## src/rtl/nip_window_rx_if.sv

```systemverilog
// Column-in / window-out bundle between the row-buffer reader and the window rebuilder.
// master drives columns and start; slave returns windows and status.
interface nip_window_rx_if;
  logic        start;
  logic        col_valid;
  logic [39:0] col_in;
  logic        win_valid;
  logic [12:0] win_sum;
  logic [8:0]  win_row;
  logic [8:0]  win_col;
  logic        busy;
  logic        done;

  modport master (
    output start, col_valid, col_in,
    input  win_valid, win_sum, win_row, win_col, busy, done
  );

  modport slave (
    input  start, col_valid, col_in,
    output win_valid, win_sum, win_row, win_col, busy, done
  );
endinterface

```

## src/rtl/nip_window_rx.sv

```systemverilog
// nip_window_rx: rebuilds 5x5 windows from a column stream (IDLE -> FILL -> STREAM -> DONE).
// NIP_WIN_SUM_EN builds the 25-pixel running sum; otherwise win_sum carries the centre pixel.
module nip_window_rx #(
  parameter int IMG_W    = 512,
  parameter int OUT_ROWS = 508
) (
  input logic          clk,
  input logic          rst,
  nip_window_rx_if.slave bus
);

  typedef enum logic [1:0] {S_IDLE, S_FILL, S_STREAM, S_DONE} state_t;

  localparam logic [8:0] LAST_COL = 9'(IMG_W - 1);
  localparam logic [8:0] LAST_ROW = 9'(OUT_ROWS - 1);

  state_t      r_state, w_state_nxt;
  logic [8:0]  r_col_cnt, r_row_cnt;
  logic        w_acc, w_start_ok, w_last_col, w_last_row;

  logic        r_s1_vld, r_s1_emit;
  logic [8:0]  r_s1_row, r_s1_col;
  logic        r_s2_emit;
  logic [8:0]  r_s2_row, r_s2_col;
  logic [12:0] r_s2_sum;

  logic        r_win_valid;
  logic [12:0] r_win_sum;
  logic [8:0]  r_win_row, r_win_col;
  logic        r_busy, r_done;

  assign w_acc      = bus.col_valid && (r_state == S_FILL || r_state == S_STREAM);
  assign w_start_ok = bus.start && (r_state == S_IDLE || r_state == S_DONE);
  assign w_last_col = (r_col_cnt == LAST_COL);
  assign w_last_row = (r_row_cnt == LAST_ROW);

  always_ff @(posedge clk or posedge rst) begin
    if (rst) r_state <= S_IDLE;
    else     r_state <= w_state_nxt;
  end

  always_comb begin
    w_state_nxt = r_state;
    case (r_state)
      S_IDLE, S_DONE: begin
        if (bus.start) w_state_nxt = S_FILL;
      end
      S_FILL, S_STREAM: begin
        if (w_acc) begin
          if (w_last_col)             w_state_nxt = w_last_row ? S_DONE : S_FILL;
          else if (r_col_cnt == 9'd4) w_state_nxt = S_STREAM;
        end
      end
      default: w_state_nxt = S_IDLE;
    endcase
  end

  always_ff @(posedge clk or posedge rst) begin
    if (rst) begin
      r_col_cnt <= '0;
      r_row_cnt <= '0;
    end else if (w_start_ok) begin
      r_col_cnt <= '0;
      r_row_cnt <= '0;
    end else if (w_acc) begin
      if (w_last_col) begin
        r_col_cnt <= '0;
        r_row_cnt <= r_row_cnt + 9'd1;
      end else begin
        r_col_cnt <= r_col_cnt + 9'd1;
      end
    end
  end

  // Stage 1: tag every accepted column; only the 5th and later of a row emit a window.
  always_ff @(posedge clk or posedge rst) begin
    if (rst) begin
      r_s1_vld  <= 1'b0;
      r_s1_emit <= 1'b0;
      r_s1_row  <= '0;
      r_s1_col  <= '0;
    end else begin
      r_s1_vld  <= w_acc;
      r_s1_emit <= w_acc && (r_col_cnt >= 9'd4);
      r_s1_row  <= r_row_cnt;
      r_s1_col  <= r_col_cnt - 9'd2;
    end
  end

`ifdef NIP_WIN_SUM_EN
  logic [10:0] w_colsum;
  logic [10:0] r_s1_cs;
  logic        r_s1_last;
  logic [10:0] r_cs_sr [5];
  logic [12:0] r_acc;
  logic [12:0] w_sum_nxt;

  assign w_colsum = 11'(bus.col_in[39:32]) + 11'(bus.col_in[31:24]) + 11'(bus.col_in[23:16])
                  + 11'(bus.col_in[15:8])  + 11'(bus.col_in[7:0]);
  // Modular 13-bit arithmetic is exact: the true result never exceeds 6375.
  assign w_sum_nxt = r_acc + 13'(r_s1_cs) - 13'(r_cs_sr[4]);

  always_ff @(posedge clk or posedge rst) begin
    if (rst) begin
      r_s1_cs   <= '0;
      r_s1_last <= 1'b0;
    end else begin
      r_s1_cs   <= w_colsum;
      r_s1_last <= w_acc && w_last_col;
    end
  end

  // The row's last column still produces its window, then the history is wiped.
  always_ff @(posedge clk or posedge rst) begin
    if (rst) begin
      r_acc    <= '0;
      r_s2_sum <= '0;
      for (int i = 0; i < 5; i++) r_cs_sr[i] <= '0;
    end else if (r_s1_vld) begin
      r_s2_sum <= w_sum_nxt;
      if (r_s1_last) begin
        r_acc <= '0;
        for (int i = 0; i < 5; i++) r_cs_sr[i] <= '0;
      end else begin
        r_acc      <= w_sum_nxt;
        r_cs_sr[0] <= r_s1_cs;
        for (int i = 1; i < 5; i++) r_cs_sr[i] <= r_cs_sr[i-1];
      end
    end else if (w_start_ok) begin
      r_acc <= '0;
      for (int i = 0; i < 5; i++) r_cs_sr[i] <= '0;
    end
  end
`else
  logic [7:0] r_ctr0, r_ctr1, r_s1_pix;

  // r_ctr1 holds the centre byte of the column two valid columns behind the incoming one.
  always_ff @(posedge clk or posedge rst) begin
    if (rst) begin
      r_ctr0   <= '0;
      r_ctr1   <= '0;
      r_s1_pix <= '0;
    end else if (w_start_ok) begin
      r_ctr0 <= '0;
      r_ctr1 <= '0;
    end else if (w_acc) begin
      r_ctr0   <= bus.col_in[23:16];
      r_ctr1   <= r_ctr0;
      r_s1_pix <= r_ctr1;
    end
  end

  always_ff @(posedge clk or posedge rst) begin
    if (rst)           r_s2_sum <= '0;
    else if (r_s1_vld) r_s2_sum <= {5'b0, r_s1_pix};
  end
`endif

  always_ff @(posedge clk or posedge rst) begin
    if (rst) begin
      r_s2_emit <= 1'b0;
      r_s2_row  <= '0;
      r_s2_col  <= '0;
    end else begin
      r_s2_emit <= r_s1_emit;
      r_s2_row  <= r_s1_row;
      r_s2_col  <= r_s1_col;
    end
  end

  always_ff @(posedge clk or posedge rst) begin
    if (rst) begin
      r_win_valid <= 1'b0;
      r_win_sum   <= '0;
      r_win_row   <= '0;
      r_win_col   <= '0;
    end else begin
      r_win_valid <= r_s2_emit;
      if (r_s2_emit) begin
        r_win_sum <= r_s2_sum;
        r_win_row <= r_s2_row;
        r_win_col <= r_s2_col;
      end
    end
  end

  // Status lags the state by a cycle so the last window lands in the second done cycle.
  always_ff @(posedge clk or posedge rst) begin
    if (rst) begin
      r_busy <= 1'b0;
      r_done <= 1'b0;
    end else begin
      r_busy <= (r_state == S_FILL) || (r_state == S_STREAM);
      r_done <= (r_state == S_DONE);
    end
  end

  assign bus.win_valid = r_win_valid;
  assign bus.win_sum   = r_win_sum;
  assign bus.win_row   = r_win_row;
  assign bus.win_col   = r_win_col;
  assign bus.busy      = r_busy;
  assign bus.done      = r_done;

endmodule

```

## src/flat_wrapper.sv

```systemverilog
// flat-port wrapper written by rule: the top's interface ports become plain ports
module nip_window_rx_flat 
#(
  parameter int IMG_W    = 512,
  parameter int OUT_ROWS = 508
)
  (clk, rst, bus_start, bus_col_valid, bus_col_in, bus_win_valid, bus_win_sum, bus_win_row, bus_win_col, bus_busy, bus_done);
  nip_window_rx_if bus_i ();
  input logic clk;
  input logic rst;
  input wire logic [$bits(bus_i.start)-1:0] bus_start;
  input wire logic [$bits(bus_i.col_valid)-1:0] bus_col_valid;
  input wire logic [$bits(bus_i.col_in)-1:0] bus_col_in;
  output wire logic [$bits(bus_i.win_valid)-1:0] bus_win_valid;
  output wire logic [$bits(bus_i.win_sum)-1:0] bus_win_sum;
  output wire logic [$bits(bus_i.win_row)-1:0] bus_win_row;
  output wire logic [$bits(bus_i.win_col)-1:0] bus_win_col;
  output wire logic [$bits(bus_i.busy)-1:0] bus_busy;
  output wire logic [$bits(bus_i.done)-1:0] bus_done;
  assign bus_i.start = bus_start;
  assign bus_i.col_valid = bus_col_valid;
  assign bus_i.col_in = bus_col_in;
  assign bus_win_valid = bus_i.win_valid;
  assign bus_win_sum = bus_i.win_sum;
  assign bus_win_row = bus_i.win_row;
  assign bus_win_col = bus_i.win_col;
  assign bus_busy = bus_i.busy;
  assign bus_done = bus_i.done;
  nip_window_rx #(.IMG_W(IMG_W), .OUT_ROWS(OUT_ROWS)) u_core (.clk(clk), .rst(rst), .bus(bus_i));
endmodule
```

## config.mk

```make
export PLATFORM = sky130hd
export DESIGN_NAME = nip_window_rx_flat
export DESIGN_NICKNAME = d
export VERILOG_FILES = /design/src/rtl/nip_window_rx_if.sv /design/src/rtl/nip_window_rx.sv /design/src/flat_wrapper.sv
export SDC_FILE = /design/constraint.sdc
export NUM_CORES = 1
export LEC_CHECK = 0
export ABC_AREA = 1
export BUFFER_PORTS_ARGS = -buffer_cell sky130_fd_sc_hd__buf_4
export CAP_MARGIN = 20
export CORE_ASPECT_RATIO = 0.9
export CORE_UTILIZATION = 59
export CTS_CLUSTER_DIAMETER = 50
export DETAILED_ROUTE_END_ITERATION = 6
export PLACE_DENSITY = 0.83
export SLEW_MARGIN = 40
export SYNTH_ARGS = -nofsm -noshare
export SYNTH_HDL_FRONTEND = slang
export SYNTH_SLANG_ARGS = --single-unit
export TNS_END_PERCENT = 50
```

## constraint.sdc

```tcl
create_clock -name clk -period 6.83 [get_ports clk]
set_input_delay 0.3415 -clock clk [delete_from_list [all_inputs] [get_ports clk]]
set_output_delay 0.3415 -clock clk [all_outputs]
set_load 0.05 [all_outputs]
```

==> results_dict.tcl <==
set metrics [dict create \
    critical-path-slowest-cell "dfrtp_1" \
    start_kind "flop" \
    final_hold_viol_count 0 \
    grt_use_total_pct 25.1 \
    port-buffer-count 40 \
    grt_pass1_vias 3039 \
    p_leak_nw 2.69 \
    synth-xor-area-share_pct 1.35 \
    pin_count 78 \
    gp_congestion 0.892 \
    outcome "complete, no violations" \
    combPwrFrac_pct 27.7 \
    cts_tree "built" \
    syn_area_um2 4540 \
    grt_first_pass_wirelength_mm 14.8 \
    crit_buf_inv 0 \
    critPathKind "flop to flop" \
    drv_cap 0 \
    antenna_found_initial 0 \
    path_max_fanout 10 \
    yosysTopAreaCellShare_pct 66.2 \
    grt_max_degree 67 \
    setup_viol_count_final 0 \
    syn-instance-count 399 \
    firstDrtPassIters 5 \
    p_seq_share_pct 39.7 \
    rsz0062_at_grt "no" \
    tns_ps 0 \
    crit_required_ps 7220 \
    die_w_um 94.4 \
    ff_latch_area_um2 3000 \
    grt-ovfl-total 0 \
    clkSinkCount 120 \
    synth_fa_ha_area_share_pct 1.93 \
    hpwl_mm 4.93 \
    path_delay_family "simple AND/OR/NAND/NOR gates" \
    synth.most_common_cell "dfrtp_1" \
    clock_path_buffers 2 \
    multiInputGateArea_um2 1260 \
    drive_gt1_share_pct 23.6 \
    end_kind "flop" \
    clk_latency_ps 500 \
    area_growth_syn_to_layout_pct 20.1 \
    fillers 407 \
    htreeDepth 4 \
    power_frac_clock_pct 32.6 \
    drc 0 \
    dr.first_iter.drc_count 320 \
    fmax_mhz 431 \
    synth-edff-count 0 \
    path_clk_slew_ps 50 \
    ys_seq_area_share_pct 66.2 \
    slew_headroom_pct 55.7 \
    crit_chain "ha_1 -> nand3_1 -> nor4_1 -> ha_1 -> nand3_2 -> nand2_8 -> nand3_2 -> o21ai_1 -> nor2_1" \
    min_period_ps 2320 \
    synthSimpleGateAreaFrac_pct 12.5 \
    yosys-top-cells-area "dfrtp_1 (66%), nand2_1 (5.3%), mux2_2 (4.5%), inv_1 (3.6%), o21ai_0 (3.0%)" \
    wl_per_cell_um 16.4 \
    finalCritPeriodShare_pct 34.0 \
    muxShareOfSynthArea_pct 4.47 \
    swShare_pct 34.9 \
    vias 3036 \
    synth_compound_area_share_pct 7.14 \
    ys_types 33 \
    min_path_type "input pin to flop" \
    switchingPower_mw 0.890 \
    synth_flop_cell "dfrtp_1" \
    utilization_pct 75.0 \
    cpPeakStageDelay_ps 410 \
    cts_resized 0 \
    vdd_drop_max_mv 0.232 \
    async_reset_ff_share_pct 100 \
    crit_arrival_ps 2710 \
    root_buffer "clkbuf_8" \
    powerDensity_nw_per_um2 468 \
    synth.cells.most_frequent "dfrtp_1 (120), nand2_1 (64), inv_1 (43)" \
    ant_nets 0 \
    coreArea_um2 7260 \
    floorplan.initialDensity_pct 62.5 \
    ys_ff_latch 120 \
    tightest_slew_ps 665 \
    die_area_um2 8040 \
    yosysWarnings 0 \
    postRouteWirelength_mm 9.05 \
    drt-vias-per-instance 5.51 \
    n_antenna_cell 0 \
    syn_area_per_cell_um2 11.4 \
    cts_buffers 17 \
    core.rowCount 29 \
    p_int_mw 1.66 \
    chipHeight_um 85.2 \
    final_nets 498 \
    yosysTopAreaCell "dfrtp_1" \
    clock_skew_ps 5.56 \
    drv_slew 0 \
    synth_top_family_by_area "simple AND/OR/NAND/NOR gates" \
]
## registers in the layout, indices dropped and copies added, names as in the netlist
| register | flops |
|---|---|
| u_core.r_s1_row | 9 |
| u_core.bus.done | 1 |
| u_core.r_col_cnt | 9 |
| u_core.bus.busy | 1 |
| u_core.r_s1_pix | 8 |
| u_core.r_s2_emit | 1 |
| u_core.bus.win_sum | 8 |
| u_core.r_s2_sum | 8 |
| u_core.r_row_cnt | 9 |
| u_core.r_ctr0 | 8 |
| u_core.r_s2_col | 9 |
| u_core.bus.win_col | 9 |
| u_core.bus.win_row | 9 |
| u_core.r_s1_vld | 1 |
| u_core.r_s1_col | 9 |
| u_core.r_s2_row | 9 |
| u_core.r_state | 2 |
| u_core.bus.win_valid | 1 |
| u_core.r_ctr1 | 8 |
| u_core.r_s1_emit | 1 |
## power groups by stage
| stage | clock (mW) | sequential, mW | combinational [mW] |
|---|---|---|---|
| after global routing | 0.871 | 1.03 | 0.763 |
| after detailed placement | 0 | 1.01 | 0.691 |
| after floorplan | 0 | 1.19 | 0.332 |
| after global placement | 0 | 1.00 | 0.671 |
| after CTS | 0.838 | 1.01 | 0.707 |
| final | 0.831 | 1.01 | 0.706 |
## cell usage in the layout, fill, tap and decap left out, types with 2 or more instances in the layout
cell type / Yosys / final
nand2_2: 4 / 4
inv_4: 1 / 2
dfrtp_1: 120 / 119
nand4_1: 4 / 4
nor2_1: 31 / 31
o21ai_0: 27 / 27
clkinvlp_4: 0 / 3
nand3_2: 2 / 2
clkbuf_8: 0 / 4
mux2_2: 18 / 18
ha_1: 7 / 7
o22ai_1: 8 / 8
buf_4: 5 / 40
nor2_4: 2 / 2
nand2_1: 64 / 64
nor3_2: 2 / 2
clkbuf_1: 2 / 2
a21oi_1: 13 / 13
bufinv_16: 0 / 2
conb_1: 1 / 5
inv_1: 43 / 42
clkbuf_16: 0 / 16
inv_2: 3 / 3
o21ai_1: 5 / 5
nand3_1: 11 / 11
xor2_1: 7 / 7
clkinv_2: 0 / 3
## cell type report
class	count	share of cell area [%]
sequential	120	55.2
multi-input combinational	219	23.2
clock buffer	22	8.50
timing repair buffer	42	5.91
inverter	47	3.33
tap	93	2.14
clock inverter	8	1.79
## worst register-to-register path, stage by stage (launching register included)
cell and delay (ps):
dfrtp_1 410, ha_1 260, nand3_1 130, nor4_1 330, ha_1 300, nand3_2 210
nand2_8 180, nand3_2 120, o21ai_1 200, nor2_1 60
## logic make-up after synthesis
family,count (synthesis)
xor gates and xnor gates,7
other,1
and+or+nand+nor,124
buffers and inverters,64
adders and majority gates,7
DFF,120
AOI/OAI and AO/OA,58
muxes,18
## per-layer routing
layer	part of all wire, %	up-vias	GRT usage [%]
met2	49	141	40.2
met1	43	1496	33.0
li1	-	1368	-
met5	0	-	0
met4	2.0	0	9.79
met3	5.6	31	6.81
## per-stage QoR
stage          area [um2]  hold WS, ps  power [mW]  setup slack [ps]  std cells
2_1_floorplan        4550          331        1.52              3300        403
3_3_place_gp         4870          333        1.67              4760        520
3_5_place_dp         4870          335        1.71              4680        520
4_1_cts              5440         25.5        2.56              4570        551
5_1_grt              5450         33.3        2.66              4360        551
6_report             5450         41.5        2.55              4510        551
## path summary, 6_finish.rpt
kind | startpoint | endpoint | slack, ps | depth (start not counted)
worst max-delay path | u_core.r_col_cnt[0] | u_core.r_row_cnt[7] | 4510 | 9
worst max register to register | u_core.r_col_cnt[0] | u_core.r_row_cnt[7] | 4510 | 9
min in group asynchronous | rst | u_core.bus.win_col[8] | 500 | 3
worst min register to register | u_core.r_s1_row[6] | u_core.r_s2_row[6] | 350 | 0
max in group asynchronous | rst | u_core.r_s2_emit | 5330 | 4
worst min-delay path | bus_col_in[19] | u_core.r_ctr0[3] | 40 | 3
## what timing repair did
item | 4_1_cts | 5_1_grt
endpoints found under the hold margin | 54 | 0
hold buffers | 1 | 0
setup endpoints to repair | 0 | 0
buffers inserted | 0 | 0
Note: power is estimated with default switching activity, not from simulation.
